<file path="src/rtl/stream_demux_pkg.sv">
// Shared helpers for the registered stream demultiplexer: channel-count limits and the
// ceil(log2) used to check that the select is wide enough.
package stream_demux_pkg;

  localparam int unsigned MinCh = 2;
  localparam int unsigned MaxCh = 16;

  function automatic int unsigned clog2(input int unsigned n);
    int unsigned r;
    int unsigned v;
    r = 0;
    v = 1;
    while (v < n) begin
      v = v << 1;
      r++;
    end
    return r;
  endfunction

endpackage

</file>
<file path="src/rtl/demux_slot.sv">
// One-entry output register slice for a single demux channel. A load always wins over a
// drain in the same cycle, so a slot can be emptied and refilled back to back.
module demux_slot #(
  parameter int unsigned BUS_WIDTH = 8
) (
  input  logic                 clk,
  input  logic                 reset,
  input  logic                 load,
  input  logic [BUS_WIDTH-1:0] d,
  input  logic                 out_ready,
  output logic [BUS_WIDTH-1:0] q,
  output logic                 valid,
  output logic                 can_accept
);

  logic                 valid_d, valid_q;
  logic [BUS_WIDTH-1:0] data_d, data_q;

  assign can_accept = ~valid_q | out_ready;

  always_comb begin
    valid_d = valid_q;
    data_d  = data_q;
    if (load) begin
      valid_d = 1'b1;
      data_d  = d;
    end else if (valid_q && out_ready) begin
      // Data is left in place on drain; it is don't-care while invalid.
      valid_d = 1'b0;
    end
  end

  always_ff @(posedge clk) begin
    if (reset) begin
      valid_q <= 1'b0;
      data_q  <= '0;
    end else begin
      valid_q <= valid_d;
      data_q  <= data_d;
    end
  end

  assign q     = data_q;
  assign valid = valid_q;

endmodule

</file>
<file path="src/rtl/stream_demux_nch.sv">
// Registered valid/ready 1-to-N demux with broadcast. Beats whose select names no channel
// are sunk and counted in a saturating drop counter.
module stream_demux_nch
  import stream_demux_pkg::*;
#(
  parameter int unsigned BUS_WIDTH = 8,
  parameter int unsigned NUM_CH    = 4,
  parameter int unsigned SEL_W     = 2,
  parameter int unsigned CNT_W     = 8
) (
  input  logic                        clk,
  input  logic                        reset,
  input  logic [BUS_WIDTH-1:0]        in_data,
  input  logic [SEL_W-1:0]            in_sel,
  input  logic                        in_bcast,
  input  logic                        in_valid,
  output logic                        in_ready,
  output logic [NUM_CH*BUS_WIDTH-1:0] out_data,
  output logic [NUM_CH-1:0]           out_valid,
  input  logic [NUM_CH-1:0]           out_ready,
  output logic [CNT_W-1:0]            drop_cnt
);

  if (NUM_CH < MinCh || NUM_CH > MaxCh) begin : g_bad_num_ch
    $error("stream_demux_nch: NUM_CH must be within 2..16");
  end
  if (SEL_W < clog2(NUM_CH)) begin : g_bad_sel_w
    $error("stream_demux_nch: SEL_W too narrow to address NUM_CH channels");
  end

  logic [NUM_CH-1:0] sel_hit;
  logic [NUM_CH-1:0] can_accept;
  logic [NUM_CH-1:0] load;
  logic              sel_ok;
  logic              accept;
  logic [CNT_W-1:0]  drop_cnt_d, drop_cnt_q;

  always_comb begin
    sel_hit = '0;
    for (int unsigned i = 0; i < NUM_CH; i++) begin
      sel_hit[i] = (32'(in_sel) == i);
    end
  end

  assign sel_ok = |sel_hit;

  // Independent of in_valid so the producer may wait on ready before asserting valid.
  always_comb begin
    if (in_bcast) begin
      in_ready = &can_accept;
    end else if (sel_ok) begin
      in_ready = |(can_accept & sel_hit);
    end else begin
      in_ready = 1'b1;
    end
  end

  assign accept = in_valid & in_ready & ~reset;

  always_comb begin
    load = '0;
    if (accept) begin
      load = in_bcast ? '1 : sel_hit;
    end
  end

  always_comb begin
    drop_cnt_d = drop_cnt_q;
    if (accept && !in_bcast && !sel_ok && (drop_cnt_q != '1)) begin
      drop_cnt_d = drop_cnt_q + CNT_W'(1);
    end
  end

  always_ff @(posedge clk) begin
    if (reset) begin
      drop_cnt_q <= '0;
    end else begin
      drop_cnt_q <= drop_cnt_d;
    end
  end

  assign drop_cnt = drop_cnt_q;

  for (genvar k = 0; k < NUM_CH; k++) begin : g_slot
    demux_slot #(
      .BUS_WIDTH(BUS_WIDTH)
    ) u_slot (
      .clk       (clk),
      .reset     (reset),
      .load      (load[k]),
      .d         (in_data),
      .out_ready (out_ready[k]),
      .q         (out_data[k*BUS_WIDTH +: BUS_WIDTH]),
      .valid     (out_valid[k]),
      .can_accept(can_accept[k])
    );
  end

endmodule

</file>
<file path="config.mk">
export PLATFORM = sky130hd
export DESIGN_NAME = stream_demux_nch
export DESIGN_NICKNAME = d
export VERILOG_FILES = /design/src/rtl/stream_demux_pkg.sv /design/src/rtl/demux_slot.sv /design/src/rtl/stream_demux_nch.sv
export SDC_FILE = /design/constraint.sdc
export NUM_CORES = 1
export LEC_CHECK = 0
export CORE_ASPECT_RATIO = 1.2
export CORE_MARGIN = 3
export CORE_UTILIZATION = 40
export DETAILED_ROUTE_END_ITERATION = 7
export PLACE_DENSITY = 0.78
export SYNTH_ARGS = -nofsm -noshare
export SYNTH_HDL_FRONTEND = slang
export SYNTH_SLANG_ARGS = --single-unit
</file>
<file path="constraint.sdc">
create_clock -name clk -period 1.46 [get_ports clk]
set_input_delay 0.292 -clock clk [delete_from_list [all_inputs] [get_ports clk]]
set_output_delay 0.292 -clock clk [all_outputs]
set_load 0.02 [all_outputs]
</file>
==> run metrics <==
Final period util 121.9%; GRT Resource Usage Total about a fifth; maximum clock path buffer count 2; Power Dens Cells just over 900 nW/µm²; ratio of cells with drive above 1 in the final layout approximately 23%; initial antenna violation count 0; flop2flop setup slack -120 ps; Worst Hold Endpoint drop_cnt[5]$_SDFFE_PP0P_; CTS root buf clkbuf_8; CTS tree done; # IOs 63; Netlist Area Pre-Place approximately 1800 µm²; H-tree levels 2; 1st-iter DRT viols 94; clock skew between 3 and 4 ps; IO Port Bufs between 60 and 70; synth unique cells 25; syn_area_per_cell ~10 µm²; reg-to-reg startpoint g_slot[2].u_slot.valid$_SDFFE_PP0P_; via/cell ratio about 4.8; Setup crit start kind register; total gr overflow 0; TritonCTS Sinks 44; status finished with violations; CP max FO 2; Mapped Cells approximately 180; combinational share of power slightly above 20%; maximum vdd drop between 0.0007 and 0.0008 V; Worst EP required 1170 ps; Max Cap Violations 0; reg2reg path depth 8; Worst-Skew Late Latency slightly below 300 ps; Slew HR 75.62%; CTS Hold Buffers Added 0; cell internal pwr ~1.9 mW; Yosys reg bits 44; Fillers ~390; Routed Antenna Nets 0; global-route wire length before repair roughly 8 mm; Vias 1543; Critical Path AT 1490 ps; Switching Share 27.34%; NetSw approximately 0.72 mW; drt drc 0; Post-DP HPWL about 3.1 mm; fin nets between 200 and 300; HP Start drop_cnt[5]$_SDFFE_PP0P_; final worst slack -319.8 ps; Core Area approximately 4300 µm²; worst hold path class register to register; register area share after synthesis roughly half; critical path class register to primary output; Ant. Diodes 0; CTS Buf Count 5; Min-Delay Path Depth 1; WL/cell around 15 µm; violated checks negative setup slack; Chip Width roughly 67 µm; Post-Layout Cell Count around 320; largest net degree at the start of global routing 24; gpl congestion ~0.75; Worst setup EP type primary output; sequential cell area 884.6 µm²; Tightest Pin Transition around 360 ps; WL final approximately 4.7 mm; Die Area between 5000 and 6000 µm²; area occupied by multi-input gates about 940 µm²; r2r endpoint g_slot[1].u_slot.q[1]$_SDFFE_PP0P_; synthesized net count between 150 and 200; YS warnings 0; final hold vios 0; Max Clk Rate 561.9 MHz; Finished Cell Area 2870 µm²; Pleak 1.446 nW; Rows 26; Placed Cells 300; Setup violations, final 35; Starting Density 41.67%; Worst-path clk slew around 80 ps; die height between 70 and 80 µm; drt first pass iters 4; Reg power frac between 40% and 50%; Post-DP Area 2574 µm²; RSZ-0062 raised after global routing yes; vias in the first global route 1563; crit path time final approximately 1800 ps; Area Growth Syn to Fin 60.42%; Slew Limit Fails 0; Clk pwr share between 30% and 40%
-- layout by cell type, fill, tap and decap left out, types with 9 or more instances in the layout --
cell,netlist,final
dfxtp_1,44,41
dlygate4sd2_1,0,48
buf_4,4,20
nand2b_1,28,27
a21oi_1,14,9
clkdlybuf4s50_1,0,9
inv_1,9,9
buf_6,3,9
mux2i_1,24,24
-- synth_stat cells --
master    count  area, µm²
a21oi_1      14      70.07
dfxtp_1      44      880.8
nor4b_1       2      17.52
nand3b_1      4      30.03
o2bb2a_2      1      11.26
nor4_2        1      12.51
o41a_1        1      11.26
nor2b_1      11      68.82
o21ai_0       8      40.04
nand2b_1     28      175.2
clkbuf_1      4      15.01
or3b_1        1      8.760
buf_2         1      5.000
buf_4         4      30.03
nand3_1       8      40.04
a31oi_1       1      6.260
nand2_1       1      3.750
or3_1         1      6.260
o41ai_4       1      27.53
a21o_1        1      7.510
and3b_1       1      8.760
mux2i_1      24      240.2
inv_1         9      33.78
buf_6         3      33.78
clkbuf_2      1      5.000
-- critical path, cell delays in order (launching register included) --
cell and delay [ps]:
dfxtp_2 330, nor2b_4 120, or3_4 340, a31oi_4 160, a21o_1 130, buf_6 120
-- area by class of cell --
cell class	count	share of cell area [%]
Multi-Input combinational cell	110	32.78
Sequential cell	44	30.82
Timing Repair Buffer	92	29.51
Clock buffer	7	3.008
Tap cell	56	2.441
Inverter	9	1.177
Clock inverter	1	0.2616
-- sequential cells by signal, summed over array words and instances, names as in the netlist --
register and count:
g_slot.u_slot.q 32, drop_cnt 8, g_slot.u_slot.valid 4
-- routing by layer --
layer | up-vias | part of all wire, % | GRT usage (%)
met5 | - | 0 | 0
met4 | 0 | 0.99 | 4.868
met3 | 6 | 4.9 | 4.668
met2 | 37 | 51 | 32.06
met1 | 732 | 43 | 25.13
li1 | 768 | - | -
-- worst max path at each step --
| stage | from | end | slack, ps | cells past startpoint |
|---|---|---|---|---|
| floorplan | g_slot[1].u_slot.valid$_SDFFE_PP0P_ | in_ready | -70 | 3 |
| detailed placement | out_ready[0] | in_ready | -880 | 6 |
| global placement | out_ready[0] | in_ready | -870 | 6 |
| global route | g_slot[0].u_slot.valid$_SDFFE_PP0P_ | in_ready | -380 | 5 |
| finish | g_slot[0].u_slot.valid$_SDFFE_PP0P_ | in_ready | -320 | 5 |
| CTS | g_slot[0].u_slot.valid$_SDFFE_PP0P_ | in_ready | -350 | 5 |
-- stage by stage --
stage	worst slack (ps)	power (mW)	hold WS, ps	TNS, ps	util (%)
after global placement	-866.5	1.827	452.1	-21660	59.94
after detailed placement	-876.6	1.834	457.6	-22060	59.94
after CTS	-345.9	2.633	468.8	-4237	65.18
after global routing	-375.4	2.749	487.6	-4241	66.84
after floorplan	-69.66	1.580	439.7	-69.66	-
final	-319.8	2.635	467.9	-2161	66.84
-- power groups by stage --
| stage | registers, mW | clock network, mW | logic (mW) |
|---|---|---|---|
| after floorplan | 1.39 | 0 | 0.190 |
| after global placement | 1.32 | 0 | 0.507 |
| after detailed placement | 1.32 | 0 | 0.511 |
| after CTS | 1.29 | 0.813 | 0.527 |
| after global routing | 1.30 | 0.863 | 0.585 |
| final | 1.29 | 0.796 | 0.546 |
-- cell families after synthesis --
family | synth area share [%]
multiplexers | 13.43
flip-flops | 49.23
buffers and inverters | 6.852
AO/OA/AOI/OAI | 9.721
AND/OR/NAND/NOR | 20.77
-- timing repair --
item                       CTS  global route
setup endpoints to repair   80            37
cloned                       2             0
pin swaps                   27             9
gates resized for setup     91            15
buffers inserted             5             5
hold endpoints to repair     0             0
Note: power is estimated with default switching activity, not from simulation.
==> RTL edit 1 (config.mk and constraints unchanged) <==
`BUS_WIDTH` is set to 8 in 2 places; all go to 6.
--- a/src/rtl/demux_slot.sv
+++ b/src/rtl/demux_slot.sv
@@ -1,7 +1,7 @@
 // One-entry output register slice for a single demux channel. A load always wins over a
 // drain in the same cycle, so a slot can be emptied and refilled back to back.
 module demux_slot #(
-  parameter int unsigned BUS_WIDTH = 8
+  parameter int unsigned BUS_WIDTH = 6
 ) (
   input  logic                 clk,
   input  logic                 reset,
--- a/src/rtl/stream_demux_nch.sv
+++ b/src/rtl/stream_demux_nch.sv
@@ -3,7 +3,7 @@
 module stream_demux_nch
   import stream_demux_pkg::*;
 #(
-  parameter int unsigned BUS_WIDTH = 8,
+  parameter int unsigned BUS_WIDTH = 6,
   parameter int unsigned NUM_CH    = 4,
   parameter int unsigned SEL_W     = 2,
   parameter int unsigned CNT_W     = 8
Ports: changed (resized in_data and out_data); port bits go from 63 to 53. No check against the original RTL was run, so the function may have changed too.
==> RTL edit 1 against the original RTL <==
  * The run still ends with setup timing left
  * Sequential share of layout area shrank 0.35 points
  * Sequential cell count is 8 lower
  * Non-clock buffer count is 19 lower
  * Synthesized cell count decreased by 23%
  * Synthesized area shrank 14%
  * Cell area fell by 17%
  * Wire length decreased by 16%
  * Power fell by 16%
  * Setup slack improved by 0.040 ns
  * Worst hold slack got worse by 0.15 ns
  * Final cell count shrank 19%
  * Register-to-register slack better by 0.07 ns
  * Critical endpoint unchanged
  * Largest cell class unchanged
==> RTL edit 1: results (changes against the original RTL) <==
max reg flops=24 (was 32); core area=3660 um2 (was 4290 um2); path depth of the worst reg2reg path=7 (was 8); Seq/Total Area, Yosys=47.0% (was 49.2%); fraction of layout cells with a size suffix above 1=25.6% (was 23.2%); worst vdd ir=617 uV (was 731 uV); DP Cell Count=243 (was 300); post-synthesis cell count=135 (was 175); syn nets=151 (was 193); Post-synth top cells=36 x dfxtp_1, 27 x nand2b_1, 24 x mux2i_1, 9 x nor2b_1, 7 x inv_1 (was 44 x dfxtp_1, 28 x nand2b_1, 24 x mux2i_1, 14 x a21oi_1, 11 x nor2b_1); Fill cells=315 (was 388); I/O Buffers=52 (was 62); Finished Layout Cells=259 (was 319); Worst-path clk slew=0.07 ns; pin count of the biggest net entering global routing=37 (was 24); async set or reset register ratio after synthesis=0% (unchanged); number of global-route vias before repair=1244 (was 1563); Max stage delay cell, worst path=o41ai_4 (was or3_4); CP peak stage delay=0.37 ns (was 0.34 ns); Final Skew=0.00463 ns (was 0.00309 ns); M3 GR Usage=4.89% (was 4.67%); DP Worst Slack=-0.866 ns (was -0.877 ns); final setup violation count=14 (was 35); vias per cell=4.66 (was 4.84); TritonCTS buffer count=5 (unchanged); Routed Wire Length=3990 um (was 4740 um); P_leak=1.24 nW (was 1.45 nW); nets=222 (was 280); post-DP HPWL=2620 um (was 3110 um); Total Routing Usage GR=17.4% (was 19.4%); met1 Usage GRT=18.1% (was 25.1%); post-synth cell types=23 (was 25); Critical Path AT=1.45 ns (was 1.49 ns); Synth area leaders=dfxtp_1 47%, mux2i_1 16%, nand2b_1 11% (was dfxtp_1 49%, mux2i_1 13%, nand2b_1 9.8%); first-pass GRT wire length=6130 um (was 7830 um); Final GP Congestion=0.755 (was 0.746); failing checks=setup timing (unchanged); slack of the critical path=-0.280 ns (was -0.320 ns); Hold Crit Depth=3 (was 1); Worst Tran Pin Value=0.304 ns (was 0.365 ns); status=finished, violations left (unchanged); worst min path class=in -> reg (was reg -> reg); met2 global-route usage=32.5% (was 32.1%); multi-input logic area=797 um2 (was 941 um2); Cell Area, Placed=2170 um2 (was 2570 um2); first-iteration detailed-routing DRC count=40 (was 94); Pre-antenna DRT Iters=4 (unchanged); setup total negative slack=-0.510 ns (was -2.16 ns)
[RTL edit 1: changes by cell type after synthesis, sizes merged, moves of 8 or more]
cell / change
nand3: -8
a21oi: -8
o21ai: -8
dfxtp: -8
[RTL edit 1: report_power, final]
part | switching, mW | internal, mW | total (mW)
clock | 0.331 | 0.385 | 0.716
sequential | 0.0274 | 1.04 | 1.06
combinational | 0.227 | 0.217 | 0.444
[RTL edit 1: worst paths after layout]
check / start / end / slack, ns
worst max-delay path: g_slot[1].u_slot.valid / in_ready / -0.28
worst max register to register: g_slot[2].u_slot.valid / g_slot[1].u_slot.q[2] / -0.05
worst min register to register: drop_cnt[5] / drop_cnt[5] / 0.46
worst min-delay path: out_ready[3] / g_slot[3].u_slot.valid / 0.32
[RTL edit 1: cell type report]
type | count | area share (%)
well taps | 52 | 2.74
repair buffers | 73 | 28.4
multi-input cells | 83 | 33.5
inverters | 7 | 1.11
clock buffers | 8 | 3.79
flip-flops and latches | 36 | 30.5
[RTL edit 1: kinds of logic after synthesis]
family | share of synthesized area [%]
muxes | 15.7
DFF | 47.0
AOI/OAI and AO/OA | 6.85
and+or+nand+nor | 25.4
buffers and inverters | 5.06
[RTL edit 1: what timing repair did]
| item | in CTS | in global routing |
|---|---|---|
| pin swaps | 7 | 11 |
| resized for setup | 62 | 14 |
| setup buffers | 7 | 1 |
| endpoints found under the setup margin | 65 | 29 |
[RTL edit 1: critical path, delay by kind of cell (launching register included)]
kind,cells,cell delay (ns)
AOI/OAI and AO/OA,2,0.59
buffers and inverters,1,0.12
DFF,1,0.32
and+or+nand+nor,1,0.13
[RTL edit 1: routing by layer]
layer	share of wire, %	wire length [um]
met1	38	1520
met2	55	2190
met3	4.9	194
met4	2.3	93
met5	0	0
==> RTL edit 2 (same flow settings) <==
Without the edit above. Put one more register stage on the output `drop_cnt`, cleared by the reset. The value now appears one clock later. The other outputs are not delayed to match.
--- a/src/rtl/stream_demux_nch.sv
+++ b/src/rtl/stream_demux_nch.sv
@@ -79,7 +79,13 @@
     end
   end
 
-  assign drop_cnt = drop_cnt_q;
+  always_ff @(posedge clk) begin
+    if (reset) begin
+      drop_cnt <= '0;
+    end else begin
+      drop_cnt <= drop_cnt_q;
+    end
+  end
 
   for (genvar k = 0; k < NUM_CH; k++) begin : g_slot
     demux_slot #(
Behaviour: no difference found for any inputs over 10 cycles, from zero or initial values and one cycle with reset high; that may be too few to reach the edited logic, so the function may still have changed.
==> RTL edit 2 against the original RTL <==
  * The run still ends with setup timing left
  * Clock power rose by 7.2%
  * Setup slack got worse by 0.046 ns
  * Wire length rose by 0.23%
  * Via count rose by 2.3%
  * Cell area rose by 3.1%
  * Sequential cell count rose by 8
  * Critical path depth did not move
  * Power rose by 9.0%
  * Count of clock-buffer cells in the layout fell by 2
  * Clock skew rose by 0.0015 ns
  * Synthesized area rose by 12%
  * Critical endpoint unchanged
  * Largest cell class is now sequential cells
==> RTL edit 2: results (changes against the original RTL) <==
slack of the critical path=-0.366 ns (was -0.320 ns); failing checks=setup timing (unchanged); flop-to-flop setup slack=-0.17 ns (was -0.12 ns); fraction of layout cells with a size suffix above 1=19.8% (was 23.2%); Critical Path AT=1.53 ns (was 1.49 ns); reg-to-reg startpoint=g_slot[0].u_slot.valid (was g_slot[2].u_slot.valid); reg-to-reg endpoint=g_slot[0].u_slot.q[4] (was g_slot[1].u_slot.q[1]); Final GP Congestion=0.770 (was 0.746); syn nets=210 (was 193); first-iteration detailed-routing DRC count=77 (was 94); path depth of the worst reg2reg path=6 (was 8); Skew-Pair Late Insertion Delay=0.30 ns; worst vdd ir=942 uV (was 731 uV); vias per cell=4.77 (was 4.84); Hold Path Sink=g_slot[0].u_slot.valid (was drop_cnt[5]); Worst Tran Pin Value=0.379 ns (was 0.365 ns); Hold Crit Depth=3 (was 1); P_leak=1.47 nW (was 1.45 nW); Final Skew=0.00461 ns (was 0.00309 ns); setup total negative slack=-4.50 ns (was -2.16 ns); post-synth cell types=25 (unchanged); max reg flops=32 (unchanged); Total Routing Usage GR=16.7% (was 19.4%); nets=290 (was 280); Synth Area per Inst=10.4 um2 (was 10.2 um2); Worst Hold Launch=out_ready[0] (was drop_cnt[5]); Synth area leaders=dfxtp_1 52%, mux2i_1 12%, nand2b_1 8.7% (was dfxtp_1 49%, mux2i_1 13%, nand2b_1 9.8%); Routed Wire Length=4750 um (was 4740 um); I/O Buffers=62 (unchanged); DR WL/cell=14.3 um (was 14.9 um); Seq/Total Area, Yosys=51.9% (was 49.2%); DP Cell Count=319 (was 300); CP peak stage delay=0.39 ns (was 0.34 ns); status=finished, violations left (unchanged); final setup violation count=36 (was 35); first-pass GRT wire length=7890 um (was 7830 um); worst min path class=in -> reg (was reg -> reg); Worst-path clk slew=0.10 ns (was 0.08 ns); number of global-route vias before repair=1661 (was 1563); CP Max Fanout=3 (was 2); Post-synth top cells=52 x dfxtp_1, 28 x nand2b_1, 24 x mux2i_1, 19 x nor2b_1, 14 x a21oi_1 (was 44 x dfxtp_1, 28 x nand2b_1, 24 x mux2i_1, 14 x a21oi_1, 11 x nor2b_1); pin count of the biggest net entering global routing=32 (was 24); post-DP HPWL=3350 um (was 3110 um)
RTL edit 2: metal layers:
layer / wire length (um) / track usage [%]
met4: 35 / 4.96
met5: 0 / 0
met3: 261 / 5.30
met2: 2410 / 28.1
met1: 2040 / 20.3
RTL edit 2: power by group:
part / total, mW / leakage, nW / switching (mW) / internal, mW
combinational: 0.510 / 0.999 / 0.269 / 0.241
clock: 0.853 / 0.0452 / 0.502 / 0.350
sequential: 1.51 / 0.424 / 0.0299 / 1.48
total: 2.87 / 1.47 / 0.801 / 2.07
RTL edit 2: how the worst max path moves through the flow:
stage	startpoint	to	slack, ns	depth (start not counted)
2_1_floorplan	g_slot[1].u_slot.valid	in_ready	-0.07	3
3_3_place_gp	out_ready[0]	in_ready	-0.89	6
3_5_place_dp	out_ready[0]	in_ready	-0.90	6
4_1_cts	g_slot[0].u_slot.valid	in_ready	-0.36	5
5_1_grt	g_slot[0].u_slot.valid	in_ready	-0.42	5
6_report	g_slot[0].u_slot.valid	in_ready	-0.37	5
RTL edit 2: cell type report:
| class | count | area, um2 |
|---|---|---|
| fillers | 436 | 1770 |
| flip-flops and latches | 52 | 1040 |
| multi-input cells | 117 | 950 |
| repair buffers | 87 | 766 |
| well taps | 58 | 72.6 |
| clock buffers | 5 | 68.8 |
| inverters | 9 | 33.8 |
| clock inverters | 3 | 25.0 |
RTL edit 2: per-stage QoR:
step | util (%) | setup WS, ns | hold slack, ns | cell area (um2) | power, mW
2_1_floorplan | - | -0.0697 | 0.430 | 2010 | 1.81
3_3_place_gp | 58.5 | -0.886 | 0.439 | 2770 | 2.05
3_5_place_dp | 58.5 | -0.904 | 0.446 | 2770 | 2.05
4_1_cts | 62.5 | -0.360 | 0.436 | 2950 | 2.89
5_1_grt | 62.6 | -0.423 | 0.482 | 2960 | 2.98
6_report | 62.6 | -0.366 | 0.452 | 2960 | 2.87
RTL edit 2: tightest hold or removal path, stage by stage:
cell	delay, ns
dlygate4sd2_1	0.25
nand2b_1	0.13
a21oi_1	0.05
RTL edit 2: what timing repair did:
item | 4_1_cts | 5_1_grt
hold buffers | 0 | 0
setup buffers | 2 | 0
endpoints found under the setup margin | 80 | 37
pin swaps | 23 | 1
cloned | 2 | 0
gates resized for setup | 90 | 2
RTL edit 2: kinds of logic (layout without fill, tap and decap cells):
family | count (synthesis) | count (layout) | share of synthesized area (%)
flip-flops | 52 | 52 | 51.9
AO/OA/AOI/OAI | 27 | 27 | 8.68
multiplexers | 24 | 24 | 12.0
buffers and inverters | 23 | 104 | 6.37
AND/OR/NAND/NOR | 66 | 66 | 21.0
